**src/rtl/dmem_wbuf_pkg.sv**
```systemverilog
// dmem_wbuf_pkg
// Shared state encodings for the data-memory posted-write buffer.
//   up_state_t : upstream (cache-side) request FSM
//   dn_state_t : downstream (memory-side) access FSM
package dmem_wbuf_pkg;

  typedef enum logic [1:0] {
    U_IDLE  = 2'd0,
    U_WFULL = 2'd1,
    U_RMISS = 2'd2,
    U_DONE  = 2'd3
  } up_state_t;

  typedef enum logic [1:0] {
    D_IDLE  = 2'd0,
    D_READ  = 2'd1,
    D_WRITE = 2'd2
  } dn_state_t;

endpackage

```
**src/rtl/wbuf_entry_array.sv**
```systemverilog
// wbuf_entry_array
// DEPTH-entry circular store of posted writes (valid, addr, data) with
// head/tail pointers and an occupancy count, plus a combinational lookup
// that returns the youngest valid entry whose address matches.
// Ports:
//   clk, rst               clock, synchronous active-high reset
//   enq, enq_addr/enq_data push one entry at the tail
//   deq                    retire the head entry
//   lookup_addr            address to search for
//   hit, hit_data          match flag and data of the youngest match
//   head_addr, head_data   oldest entry (next to drain)
//   count                  number of valid entries
module wbuf_entry_array #(
  parameter int ADDR_WIDTH = 32,
  parameter int DATA_WIDTH = 32,
  parameter int DEPTH      = 4,
  localparam int PTR_W     = $clog2(DEPTH),
  localparam int CNT_W     = $clog2(DEPTH + 1)
) (
  input  logic                  clk,
  input  logic                  rst,
  input  logic                  enq,
  input  logic [ADDR_WIDTH-1:0] enq_addr,
  input  logic [DATA_WIDTH-1:0] enq_data,
  input  logic                  deq,
  input  logic [ADDR_WIDTH-1:0] lookup_addr,
  output logic                  hit,
  output logic [DATA_WIDTH-1:0] hit_data,
  output logic [ADDR_WIDTH-1:0] head_addr,
  output logic [DATA_WIDTH-1:0] head_data,
  output logic [CNT_W-1:0]      count
);

  logic [DEPTH-1:0]      valid;
  logic [ADDR_WIDTH-1:0] addr_mem [DEPTH];
  logic [DATA_WIDTH-1:0] data_mem [DEPTH];
  logic [PTR_W-1:0]      head;
  logic [PTR_W-1:0]      tail;
  logic [PTR_W-1:0]      idx;

  // Retire is applied before push so that a push into the slot being freed
  // in the same cycle (full buffer, head == tail) leaves it valid.
  always_ff @(posedge clk) begin
    if (rst) begin
      valid <= '0;
      head  <= '0;
      tail  <= '0;
      count <= '0;
    end else begin
      if (deq) begin
        valid[head] <= 1'b0;
        head        <= head + 1'b1;
      end
      if (enq) begin
        valid[tail] <= 1'b1;
        tail        <= tail + 1'b1;
      end
      case ({enq, deq})
        2'b10:   count <= count + 1'b1;
        2'b01:   count <= count - 1'b1;
        default: count <= count;
      endcase
    end
  end

  always_ff @(posedge clk) begin
    if (enq) begin
      addr_mem[tail] <= enq_addr;
      data_mem[tail] <= enq_data;
    end
  end

  assign head_addr = addr_mem[head];
  assign head_data = data_mem[head];

  // Walk oldest to youngest; a later match overrides, so the youngest wins.
  always_comb begin
    hit      = 1'b0;
    hit_data = '0;
    idx      = head;
    for (int k = 0; k < DEPTH; k++) begin
      idx = head + PTR_W'(k);
      if (valid[idx] && (addr_mem[idx] == lookup_addr)) begin
        hit      = 1'b1;
        hit_data = data_mem[idx];
      end
    end
  end

endmodule

```
**src/rtl/dmem_write_buffer.sv**
```systemverilog
// dmem_write_buffer
// Posted-write buffer between the data-cache miss/write-back port and the
// memory model's strobe/done port. Writes complete upstream in one cycle and
// drain to memory in FIFO order; reads hit on buffered data (youngest entry)
// or are forwarded to memory ahead of pending drains.
// Ports:
//   clk, rst                          clock, synchronous active-high reset
//   strobe_i, addr_i, wdata_i, rw_i   upstream request (rw_i=1 write)
//   rdata_o, done_o                   upstream completion and read data
//   empty_o                           nothing buffered, downstream idle
//   strobe_o, addr_o, wdata_o, rw_o   downstream request, held until done_i
//   rdata_i, done_i                   downstream completion and read data
module dmem_write_buffer
  import dmem_wbuf_pkg::*;
#(
  parameter int ADDR_WIDTH = 32,
  parameter int DATA_WIDTH = 32,
  parameter int DEPTH      = 4
) (
  input  logic                  clk,
  input  logic                  rst,
  input  logic                  strobe_i,
  input  logic [ADDR_WIDTH-1:0] addr_i,
  input  logic [DATA_WIDTH-1:0] wdata_i,
  input  logic                  rw_i,
  output logic [DATA_WIDTH-1:0] rdata_o,
  output logic                  done_o,
  output logic                  empty_o,
  output logic                  strobe_o,
  output logic [ADDR_WIDTH-1:0] addr_o,
  output logic [DATA_WIDTH-1:0] wdata_o,
  output logic                  rw_o,
  input  logic [DATA_WIDTH-1:0] rdata_i,
  input  logic                  done_i
);

  localparam int CNT_W = $clog2(DEPTH + 1);

  up_state_t             u_state, u_next;
  dn_state_t             d_state, d_next;
  logic [ADDR_WIDTH-1:0] req_addr;
  logic [DATA_WIDTH-1:0] req_data;
  logic                  enq, deq, hit, full, miss_now;
  logic [ADDR_WIDTH-1:0] enq_addr, head_addr;
  logic [DATA_WIDTH-1:0] enq_data, hit_data, head_data;
  logic [CNT_W-1:0]      count;

  wbuf_entry_array #(
    .ADDR_WIDTH(ADDR_WIDTH),
    .DATA_WIDTH(DATA_WIDTH),
    .DEPTH     (DEPTH)
  ) u_array (
    .clk        (clk),
    .rst        (rst),
    .enq        (enq),
    .enq_addr   (enq_addr),
    .enq_data   (enq_data),
    .deq        (deq),
    .lookup_addr(addr_i),
    .hit        (hit),
    .hit_data   (hit_data),
    .head_addr  (head_addr),
    .head_data  (head_data),
    .count      (count)
  );

  assign full     = (count == CNT_W'(DEPTH));
  assign deq      = (d_state == D_WRITE) && done_i;
  assign miss_now = (u_state == U_IDLE) && strobe_i && !rw_i && !hit;

  // Upstream FSM: state register
  always_ff @(posedge clk) begin
    if (rst) u_state <= U_IDLE;
    else     u_state <= u_next;
  end

  // Upstream FSM: next state. A head retiring this cycle frees its slot for
  // the stalled write at the same edge, so it lands in the following cycle.
  always_comb begin
    u_next = u_state;
    case (u_state)
      U_IDLE:
        if (strobe_i) begin
          if (rw_i) u_next = full ? U_WFULL : U_DONE;
          else      u_next = hit ? U_DONE : U_RMISS;
        end
      U_WFULL: if (!full || deq) u_next = U_DONE;
      U_RMISS: if ((d_state == D_READ) && done_i) u_next = U_DONE;
      U_DONE:  u_next = U_IDLE;
      default: u_next = U_IDLE;
    endcase
  end

  // Upstream FSM: outputs
  always_comb begin
    done_o   = (u_state == U_DONE);
    enq      = 1'b0;
    enq_addr = addr_i;
    enq_data = wdata_i;
    case (u_state)
      U_IDLE:  enq = strobe_i && rw_i && !full;
      U_WFULL: begin
        enq      = !full || deq;
        enq_addr = req_addr;
        enq_data = req_data;
      end
      default: enq = 1'b0;
    endcase
  end

  always_ff @(posedge clk) begin
    if ((u_state == U_IDLE) && strobe_i) begin
      req_addr <= addr_i;
      req_data <= wdata_i;
    end
  end

  always_ff @(posedge clk) begin
    if (rst)                                                    rdata_o <= '0;
    else if ((u_state == U_IDLE) && strobe_i && !rw_i && hit)   rdata_o <= hit_data;
    else if ((u_state == U_RMISS) && (d_state == D_READ) && done_i) rdata_o <= rdata_i;
    else if (u_state == U_DONE)                                 rdata_o <= '0;
  end

  // Downstream FSM: state register
  always_ff @(posedge clk) begin
    if (rst) d_state <= D_IDLE;
    else     d_state <= d_next;
  end

  // Downstream FSM: next state. A read miss (pending or arriving now) goes
  // ahead of draining; it cannot alias any buffered address. An enqueue into
  // an empty buffer is issued in the same cycle it is written.
  always_comb begin
    d_next = d_state;
    case (d_state)
      D_IDLE:
        if ((u_state == U_RMISS) || miss_now) d_next = D_READ;
        else if ((count != '0) || enq)        d_next = D_WRITE;
      D_READ, D_WRITE: if (done_i) d_next = D_IDLE;
      default: d_next = D_IDLE;
    endcase
  end

  // Downstream FSM: registered outputs, loaded on entry and held until done_i
  always_ff @(posedge clk) begin
    if (rst) begin
      strobe_o <= 1'b0;
      addr_o   <= '0;
      wdata_o  <= '0;
      rw_o     <= 1'b0;
      empty_o  <= 1'b1;
    end else begin
      strobe_o <= (d_state == D_IDLE) && (d_next != D_IDLE);
      empty_o  <= (count == '0) && (d_state == D_IDLE);
      if ((d_state == D_IDLE) && (d_next == D_READ)) begin
        addr_o  <= miss_now ? addr_i : req_addr;
        wdata_o <= '0;
        rw_o    <= 1'b0;
      end else if ((d_state == D_IDLE) && (d_next == D_WRITE)) begin
        addr_o  <= (count != '0) ? head_addr : enq_addr;
        wdata_o <= (count != '0) ? head_data : enq_data;
        rw_o    <= 1'b1;
      end
    end
  end

  // Only one upstream request may be outstanding; extra strobes are dropped.
  a_one_outstanding: assert property (@(posedge clk) disable iff (rst)
    !(strobe_i && (u_state != U_IDLE)))
    else $warning("dmem_write_buffer: strobe_i while busy, request ignored");

endmodule

```
**config.mk**
```make
export PLATFORM = sky130hd
export DESIGN_NAME = dmem_write_buffer
export DESIGN_NICKNAME = d
export VERILOG_FILES = /design/src/rtl/dmem_wbuf_pkg.sv /design/src/rtl/wbuf_entry_array.sv /design/src/rtl/dmem_write_buffer.sv
export SDC_FILE = /design/constraint.sdc
export NUM_CORES = 1
export LEC_CHECK = 0
export CORE_MARGIN = 3
export CORE_UTILIZATION = 58
export DETAILED_ROUTE_END_ITERATION = 6
export PLACE_DENSITY = 0.79
export SLEW_MARGIN = 5
export SYNTH_ARGS = -nofsm -noshare
export SYNTH_HDL_FRONTEND = slang
export SYNTH_SLANG_ARGS = --single-unit
```
**constraint.sdc**
```tcl
create_clock -name clk -period 7.2 [get_ports clk]
set_input_delay 2.16 -clock clk [delete_from_list [all_inputs] [get_ports clk]]
set_output_delay 2.16 -clock clk [all_outputs]
set_load 0.01 [all_outputs]
```
# --- Word level (Yosys, flattened, before mapping) ---
# Memories as Yosys holds them, arrays and structs flattened. A register that Yosys moved wholly into a read port is not among the register bits.
# Cells that the tools add are included.
word_totals:
  in_bits: 101
  mem_bits_rw: 256
  memories: 2
  elab_cells: 138
  out_inout_bits: 100
  reg_bits: 178
memory_table:
  columns: ["name", "depth", "word_bits", "rd", "rd_ports_with_merged_regs", "write_ports", "line_no", "text"]
  rows:
  - ["u_array.addr_mem", 4, 32, 4, 1, 1, "wbuf_entry_array.sv:35", "logic [ADDR_WIDTH-1:0] addr_mem [DEPTH];"]
  - ["u_array.data_mem", 4, 32, 4, 1, 1, "wbuf_entry_array.sv:36", "logic [DATA_WIDTH-1:0] data_mem [DEPTH];"]
op_classes:
  n_eq_ne: 17
  order_cmp: 7
  muxes: 52
  add_sub_neg: 6
  n_reduce_logical: 37
  bitwise: 3
ops:
  columns: ["op", "count"]
  rows:
  - ["two-way mux 32 bit", 14]
  - ["== test 32 bit", 4]
  - ["two-way mux 2 bit", 12]
  - ["logical AND 1 bit", 20]
  - ["less-than comparator 2 x 3 -> 1 bit, second input constant", 5]
  - ["two-way mux 1 bit", 13]
  - ["two-way mux 4 bit", 3]
  - ["== test 2 bit, second input constant", 5]
  - ["binary-select mux 1 bit (select 2 bit)", 4]
  - ["== test 2 x 1 -> 1 bit, second input constant", 4]
  - ["one-hot mux 2 bit (4 select lines)", 1]
  - ["inequality test 2 bit, second input constant", 3]
  - ["one-hot mux 3 bit (2 select lines)", 1]
  - ["nonzero test 2 bit", 3]
  - ["nonzero test 3 bit", 2]
  - ["adder 2 x 1 -> 2 bit, second input constant", 2]
  - ["adder 2 bit, second input constant", 2]
  - ["AND 4 bit", 1]
  - ["demux 1 bit (select 2 bit)", 2]
  - ["greater-or-equal comparator 2 x 1 -> 1 bit, second input constant", 2]
  - ["zero test 2 bit", 2]
  - ["inverter 4 bit", 1]
  - ["OR 4 bit", 1]
  - ["one-hot mux 2 bit (2 select lines)", 1]
  - ["9 further kinds", 14]

# --- Longest topological paths before layout ---
# Gate-level depths: netlist of the first run.
logic_depth:
  ltp_word: 16
  depth_mapped: 21
  mapped_depth_nobuf: 12

# --- Hierarchy ---
# A second synthesis of the first run with hierarchy kept.
unflattened:
  cells_unflattened: 2106
  area_unflattened_um2: 26113.8
modules_own_cells:
  columns: ["mod", "seq_area_each_um2", "cells_each", "area_each_um2", "n_inst"]
  rows:
  - ["wbuf_entry_array", 7947.6, 1317, 17792.1, 1]
  - ["dmem_write_buffer", 3983.8, 789, 8321.7, 1]

# --- Worst setup path before layout of the first run ---
# OpenSTA, ideal clock, no wires.
synth_timing:
  path_kind: "input port to flip-flop"
  from: "in strobe_i"
  to: "mem u_array.addr_mem[1][0] (enable)"
  n_path_buf: 0
  arrival_time_ns: 5.917
  required_ns: 6.770
  setup_ns: 0.430
  setup_slack_ns: 0.853
  cell_stages: 4
  cell_sequence: "and2_1 > nand2_1 > o2bb2ai_1 > and2_1"
synth_between:
  elab_chain_len: 5
synth_lines:
  columns: ["element", "line_no", "text"]
  rows:
  - ["start, declared", "dmem_write_buffer.sv:22", "input logic strobe_i,"]
  - ["logical AND 1 bit (2 in series)", "dmem_write_buffer.sv:101", "U_IDLE: enq = strobe_i && rw_i && !full;"]
  - ["one-hot mux 1 bit (2 select lines)", "dmem_write_buffer.sv:100", "case (u_state)"]
  - ["two-way mux 1 bit", "wbuf_entry_array.sv:67", "if (enq) begin"]
  - ["two-way mux 1 bit (not written as such)", "wbuf_entry_array.sv:68", "addr_mem[tail] <= enq_addr;"]
  - ["end, declared", "wbuf_entry_array.sv:35", null]
# No other way between the ends.

# --- Worst setup path in the final report of the first run ---
layout_timing:
  from: "in addr_i[13]"
  to: "reg addr_o[26]"
layout_between:
  elab_chain_len: 14
  elab_cells_between_ends: 24
  classes_between: "6 x eq/ne; 8 x mux; 10 x reduce/logical"
layout_lines:
  columns: ["element", "line_no", "text"]
  rows:
  - ["start, declared", "dmem_write_buffer.sv:23", "input logic [ADDR_WIDTH-1:0] addr_i,"]
  - ["== test 32 bit", "wbuf_entry_array.sv:83", "if (valid[idx] && (addr_mem[idx] == lookup_addr)) begin"]
  - ["logical AND 1 bit", "wbuf_entry_array.sv:83", null]
  - ["two-way mux 1 bit (3 in series)", "wbuf_entry_array.sv:83", null]
  - ["two-way mux 1 bit *", "wbuf_entry_array.sv:83", null]
  - ["zero test 1 bit *", "dmem_write_buffer.sv:69", "assign miss_now = (u_state == U_IDLE) && strobe_i && !rw_i && !hit;"]
  - ["logical AND 1 bit *", "dmem_write_buffer.sv:69", null]
  - ["logical OR 1 bit", "dmem_write_buffer.sv:138", "if ((u_state == U_RMISS) || miss_now) d_next = D_READ;"]
  - ["two-way mux 2 bit", "dmem_write_buffer.sv:138", null]
  - ["one-hot mux 2 bit (2 select lines)", "dmem_write_buffer.sv:136", "case (d_state)"]
  - ["== test 2 x 1 -> 1 bit / == test 2 bit (equally long branches)", "dmem_write_buffer.sv:156, dmem_write_buffer.sv:160", null]
  - ["logical AND 1 bit (on tied branches)", "dmem_write_buffer.sv:156, dmem_write_buffer.sv:160", null]
  - ["two-way mux 32 bit / nonzero test 2 bit (equally long branches)", null, null]
  - ["end signal, assigned", "dmem_write_buffer.sv:157", "addr_o <= miss_now ? addr_i : req_addr;"]
  - ["end signal, assigned", "dmem_write_buffer.sv:161", "addr_o <= (count != '0) ? head_addr : enq_addr;"]
  - ["end, declared", "dmem_write_buffer.sv:30", "output logic [ADDR_WIDTH-1:0] addr_o,"]
# Mark *: on every way between the ends. The rest lies on a longest branch, timed or not.
# A chain may end at the register's enable or synchronous reset.

==> results of run 1 <==
==> through the flow <==
| stage | total power [mW] | util (%) | setup WS, ps | cells | cell area (um^2) |
|---|---|---|---|---|---|
| after CTS | 10.8 | 68.7 | 1500 | 2718 | 29900 |
| after detailed placement | 8.22 | 64.9 | 876 | 2633 | 28300 |
| after floorplan | 6.75 | - | 853 | 1992 | 25800 |
| after global routing | 11.3 | 68.7 | 1170 | 2718 | 29900 |
| after global placement | 8.08 | 64.9 | 895 | 2633 | 28300 |
| final | 10.9 | 68.7 | 1330 | 2718 | 29900 |
==> power by group through the flow <==
stage / Clock, mW / Sequential, mW / Combinational (mW)
detailed placement: 0 / 3.85 / 4.38
floorplan: 0 / 3.78 / 2.97
CTS: 2.62 / 3.80 / 4.41
global placement: 0 / 3.80 / 4.28
global route: 2.72 / 3.87 / 4.72
finish: 2.60 / 3.82 / 4.45
==> worst min-delay path, stage by stage (launching register included) <==
cell and delay [ps]:
dfxtp_1 310, inv_1 50, a221oi_1 60
==> final cells by class <==
class / instances / share of cell area, %
clock buffer: 59 / 4.15
sequential: 436 / 39.9
timing repair buffer: 241 / 8.01
inverter: 32 / 0.401
clock inverter: 26 / 1.36
tap: 585 / 2.45
multi-input combinational: 1339 / 43.7
==> logic make-up (layout without fill, tap and decap cells) <==
group	count (synthesis)	in the layout	synth area share [%]
and+or+nand+nor	490	490	8.92
DFF	436	436	46.2
xor gates and xnor gates	121	121	4.10
buffers and inverters	217	358	3.65
AOI/OAI and AO/OA	289	289	8.76
muxes	421	421	27.5
adders and majority gates	18	18	0.900
==> worst max-delay path by stage <==
stage               cells past startpoint                endpoint  slack [ps]
floorplan                               4  u_array.addr_mem[1][0]         850
global placement                       12              rdata_o[5]         890
detailed placement                     12              rdata_o[6]         880
CTS                                    12              rdata_o[6]        1500
global route                           12              rdata_o[5]        1170
finish                                 11              addr_o[26]        1330
==> routing by layer <==
metal | wire (um) | vias up | track usage, %
met5 | 9 | - | 0
met4 | 2190 | 2 | 9.76
met3 | 8390 | 173 | 7.47
met2 | 36200 | 1279 | 51.0
met1 | 29100 | 9615 | 43.9
li1 | - | 8026 | -
==> state kept, by name (all words and copies together), names as in the netlist, named ones only <==
name	cells
u_array.addr_mem	128
u_array.data_mem	128
addr_o	32
rdata_o	32
req_addr	32
req_data	32
wdata_o	32
u_array.valid	4
u_array.count	3
d_state	2
u_array.head	2
u_array.tail	2
u_state	2
empty_o	1
rw_o	1
strobe_o	1
==> synth_stat cells (7+ instances only) <==
library cell	n	area, um^2
a21oi_1	51	255
a221oi_1	10	87.6
a2bb2oi_1	21	184
and2_1	7	43.8
buf_1	31	116
buf_2	28	140
buf_4	9	67.6
buf_6	8	90.1
clkbuf_1	109	409
dfxtp_1	116	2320
edfxtp_1	320	9610
ha_1	17	213
inv_1	28	105
mux2_2	61	687
mux2i_1	135	1350
mux4_2	225	5070
nand2_1	195	732
nand2b_1	36	225
nand3_1	42	210
nand4_1	56	350
nor2_1	96	360
nor3_1	7	35.0
o2111a_1	24	270
o211a_1	34	340
o211ai_1	69	518
o21ai_0	22	110
o221ai_1	8	70.1
or2_2	25	156
xnor2_1	112	981
xor2_1	9	78.8
==> flow_summary.json, run 1 <==
{
  "status": "complete, no violations",
  "cts_buffers": 46,
  "diodes": 0,
  "worstSetupPathType": "in2reg",
  "port_buffers": 200,
  "intPower_mw": 6.97,
  "cts_tree": "yes",
  "critical_path.max_stage_delay_ps": 770,
  "grt_pass1_wl_mm": 115,
  "overflow": 0,
  "cts_hold_buf": 0,
  "root_buffer": "clkbuf_16",
  "multiInputGateArea_um2": 13100,
  "clk-insertion-delay-late_ps": 600,
  "crit_buf_inv": 2,
  "clk_pin_slew_ps": 60,
  "final_common_cell": "edfxtp_1",
  "syn_area_um2": 25800,
  "crit_family": "simple AND/OR/NAND/NOR gates",
  "synthArstFlopShare_pct": 0,
  "pwr-share-comb_pct": 41.0,
  "nets": 2215,
  "hold_path_end": "addr_o[24]",
  "routedWlPerCell_um": 27.9,
  "ys_warn_count": 0,
  "die-area_um2": 47100,
  "seqPwrFrac_pct": 35.1,
  "area_delta_synth_final_pct": 15.8,
  "slew_headroom_pct": 24.3,
  "holdPathStages": 2,
  "start_util_pct": 59.3,
  "dp_hpwl_mm": 49.0,
  "leakage_nw": 9.71,
  "critical_path_arrival_ps": 6340,
  "drt_pass1_iterations": 6,
  "startpoint": "addr_i[13]",
  "hold_ws_ps": 480,
  "p_clk_share_pct": 23.9,
  "design.core.area_um2": 43600,
  "ir_worst_vdd_v": 0.000239,
  "worst_pin_slew_ps": 1140,
  "synth_nets": 2111,
  "finalMaxSlewViolations": 0,
  "via_per_inst": 7.03,
  "fp.dieW_um": 217,
  "gr-usage-all-layers_pct": 31.9,
  "r2r-end": "addr_o[26]",
  "cts_num_sinks": 436,
  "ys_seq_area_share_pct": 46.2,
  "min_from": "addr_o[24]",
  "htreeDepth": 2,
  "min_period_ps": 5870,
  "crit_top_cell": "nand2_1",
  "drc_errors": 0,
  "rsz0062_at_grt": "false",
  "p_switching_mw": 3.90,
  "mostFrequentLayoutCells": "edfxtp_1 (320), mux4_2 (225), clkdlybuf4s50_1 (200), nand2_1 (195), mux2i_1 (135)",
  "ys.flop_type": "edfxtp_1",
  "postCtsResizedCells": 0,
  "worstPathMaxFanout": 19,
  "grt_max_degree": 67,
  "netSwitchingFraction_pct": 35.9,
  "num-fill-cells": 3079,
  "ys_ff_latch": 436,
  "cp_data_required_time_ps": 7680,
  "synth_cell_types": 62,
  "die_h_um": 217,
  "hold_viol": 0,
  "r2r_start": "u_array.head[1]",
  "crit_chain": "clkdlybuf4s50_1 > xnor2_1 > nand4_1 > nor4_1 > nand2_1 > nor4_4 > nand4bb_1 > nand2_1 > buf_4 > or2_2 > o2111a_1",
  "end_kind": "flip-flop",
  "pin_count": 201,
  "critPathLaunchType": "primary input",
  "gp_congestion": 0.995,
  "drive_above_1_share_pct": 21.1,
  "drv_cap": 0,
  "r2r_cells": 14,
  "clock-skew-final_ps": 25.1,
  "synth_edf_count": 320,
  "fmax_ghz": 0.170,
  "r2r_setup_slack_ps": 1420,
  "syn_inst": 1992,
  "finalSetupViolCount": 0,
  "avgSynthCellArea_um2": 13.0,
  "hold_class": "reg2reg",
  "grt_pass1_vias": 18959,
  "antenna_found_initial": 2,
  "period_share_pct": 81.5,
  "setup_tns_ps": 0,
  "ant_nets": 0,
  "cellPowerDensity_nw_per_um2": 363,
  "cts_buffer_depth": 3,
  "critPathSlowestCell": "clkdlybuf4s50_1",
  "regArea_um2": 11900,
  "first_iter_violations": 2317,
  "cts_setup_buffers": 0,
  "wirelength_mm": 75.9,
  "std_cell_rows": 76,
  "via_count": 19095
}
Power figures use the tool's default switching activity.
==> run 2: changes to the inputs <==
Clock period 7.2 ns to 5.8 ns, I/O delays scaled along.
==> flow_summary.json, run 2 (synthesis results as in run 1) <==
{
  "root_buffer": "clkbuf_16",
  "top_regs": "u_array.addr_mem x128, u_array.data_mem x128",
  "fp.dieW_um": 217,
  "status": "complete, no violations",
  "wirelength_mm": 76.6,
  "design.core.area_um2": 43600,
  "cts_setup_buffers": 0,
  "drv_cap": 0,
  "critical_path_arrival_ps": 5690,
  "cts_buffers": 47,
  "cts_tree": "yes",
  "area_delta_synth_final_pct": 16.5,
  "stdcell_count": 2747,
  "first_iter_violations": 2540,
  "diodes": 0,
  "clk-insertion-delay-late_ps": 600,
  "total_power_mw": 13.4,
  "htreeDepth": 2,
  "cts_buffer_depth": 3,
  "finalMaxSlewViolations": 0,
  "worstSetupPathType": "reg2reg",
  "cts_num_sinks": 436,
  "overflow": 0,
  "r2r_cells": 14,
  "grt_pass1_vias": 18992,
  "min_from": "rw_o",
  "leakage_nw": 9.83,
  "r2r-end": "addr_o[18]",
  "fmax_ghz": 0.192,
  "clock-skew-final_ps": 21.5,
  "holdPathStages": 2,
  "start_util_pct": 59.3,
  "drc_errors": 0,
  "setup_tns_ps": 0,
  "std_cell_rows": 76,
  "worst_pin_slew_ps": 1190,
  "nets": 2242,
  "grt_max_degree": 106,
  "antenna_found_initial": 3,
  "cts_hold_buf": 0,
  "worstPathMaxFanout": 44,
  "critPathLaunchType": "flip-flop",
  "drive_above_1_share_pct": 22.3,
  "num-fill-cells": 3031,
  "final_common_cell": "edfxtp_1",
  "die-area_um2": 47100,
  "via_count": 19275,
  "slew_headroom_pct": 20.8,
  "ir_worst_vdd_v": 0.000387,
  "clk_pin_slew_ps": 60,
  "pin_count": 201,
  "port_buffers": 200,
  "end_kind": "flip-flop",
  "dp_slack_ps": 399,
  "ant_nets": 0,
  "cellPowerDensity_nw_per_um2": 445,
  "via_per_inst": 7.02,
  "r2r_start": "u_array.head[1]",
  "dp_cells": 2659,
  "gp_congestion": 0.954,
  "hold_class": "reg2reg",
  "routedWlPerCell_um": 27.9,
  "cp_data_required_time_ps": 6280,
  "min_period_ps": 5210,
  "die_h_um": 217,
  "worst_slack_ps": 586,
  "dp_hpwl_mm": 49.4,
  "rsz0062_at_grt": "false",
  "hold_path_end": "rw_o",
  "hold_ws_ps": 478,
  "drt_pass1_iterations": 5,
  "period_share_pct": 89.9,
  "grt_pass1_wl_mm": 116,
  "gr-usage-all-layers_pct": 32.4,
  "r2r_setup_slack_ps": 590,
  "hold_viol": 0,
  "finalSetupViolCount": 0,
  "postCtsResizedCells": 0,
  "mostFrequentLayoutCells": "edfxtp_1 (320), mux4_2 (225), clkdlybuf4s50_1 (200), nand2_1 (195), mux2i_1 (135)"
}
==> run 2: cell types whose count changed in the layout (fill, tap and decap cells not counted), sizes merged <==
cell	change
inv	+2
clkbuf	+12
bufinv	-7
clkinvlp	+1
clkinv	-5
buf	+26
==> run 2: worst max path at each step <==
stage                          startpoint          to  slack (ps)  cells after the start
final                     u_array.head[1]  addr_o[18]         590                     14
after global routing      u_array.head[1]   addr_o[2]         400                     14
after CTS                 u_array.head[1]  addr_o[18]         680                     14
after detailed placement        addr_i[3]  rdata_o[2]         400                     11
after global placement         addr_i[17]  rdata_o[2]         370                     12
after floorplan                  strobe_i  addr_o[21]         460                     11
==> run 2: final cells by class <==
cell class | count | area, um^2 | area share, %
tap | 585 | 732 | 2.43
clock buffer | 71 | 1440 | 4.78
sequential | 436 | 11900 | 39.7
clock inverter | 17 | 181 | 0.603
timing repair buffer | 267 | 2610 | 8.65
multi-input combinational | 1339 | 13100 | 43.4
inverter | 32 | 120 | 0.399
==> run 2: critical path, stage by stage (launching register included) <==
cell and delay [ps]:
dfxtp_4 570, inv_1 230, ha_4 820, buf_4 360, mux4_2 340, xnor2_1 390, nand4_1 240, nor4_1 340
nand2_1 160, nor4_4 370, nand4bb_1 300, nor2_2 130, or3_1 340, buf_4 230, o2111a_1 260
==> run 2: metal layers <==
metal	vias to the layer above	wire, um	global-route usage, %
met1	9685	29100	44.9
met2	1321	36300	51.8
li1	8083	-	-
met4	6	2320	10.1
met5	-	33	0
met3	180	8940	7.20
==> run 2: through the flow <==
| step | instance area (um^2) | utilization (%) |
|---|---|---|
| 5_1_grt | 30100 | 69.1 |
| 3_3_place_gp | 28500 | 65.4 |
| 6_report | 30100 | 69.1 |
| 2_1_floorplan | 25800 | - |
| 4_1_cts | 30100 | 69.1 |
| 3_5_place_dp | 28500 | 65.4 |
==> run 2: power by group <==
group	internal, mW	switching, mW	total, mW	leakage [nW]
logic	2.50	3.09	5.59	5.16
clock network	1.85	1.26	3.11	0.792
registers	4.23	0.481	4.71	3.88
total	8.59	4.82	13.4	9.83
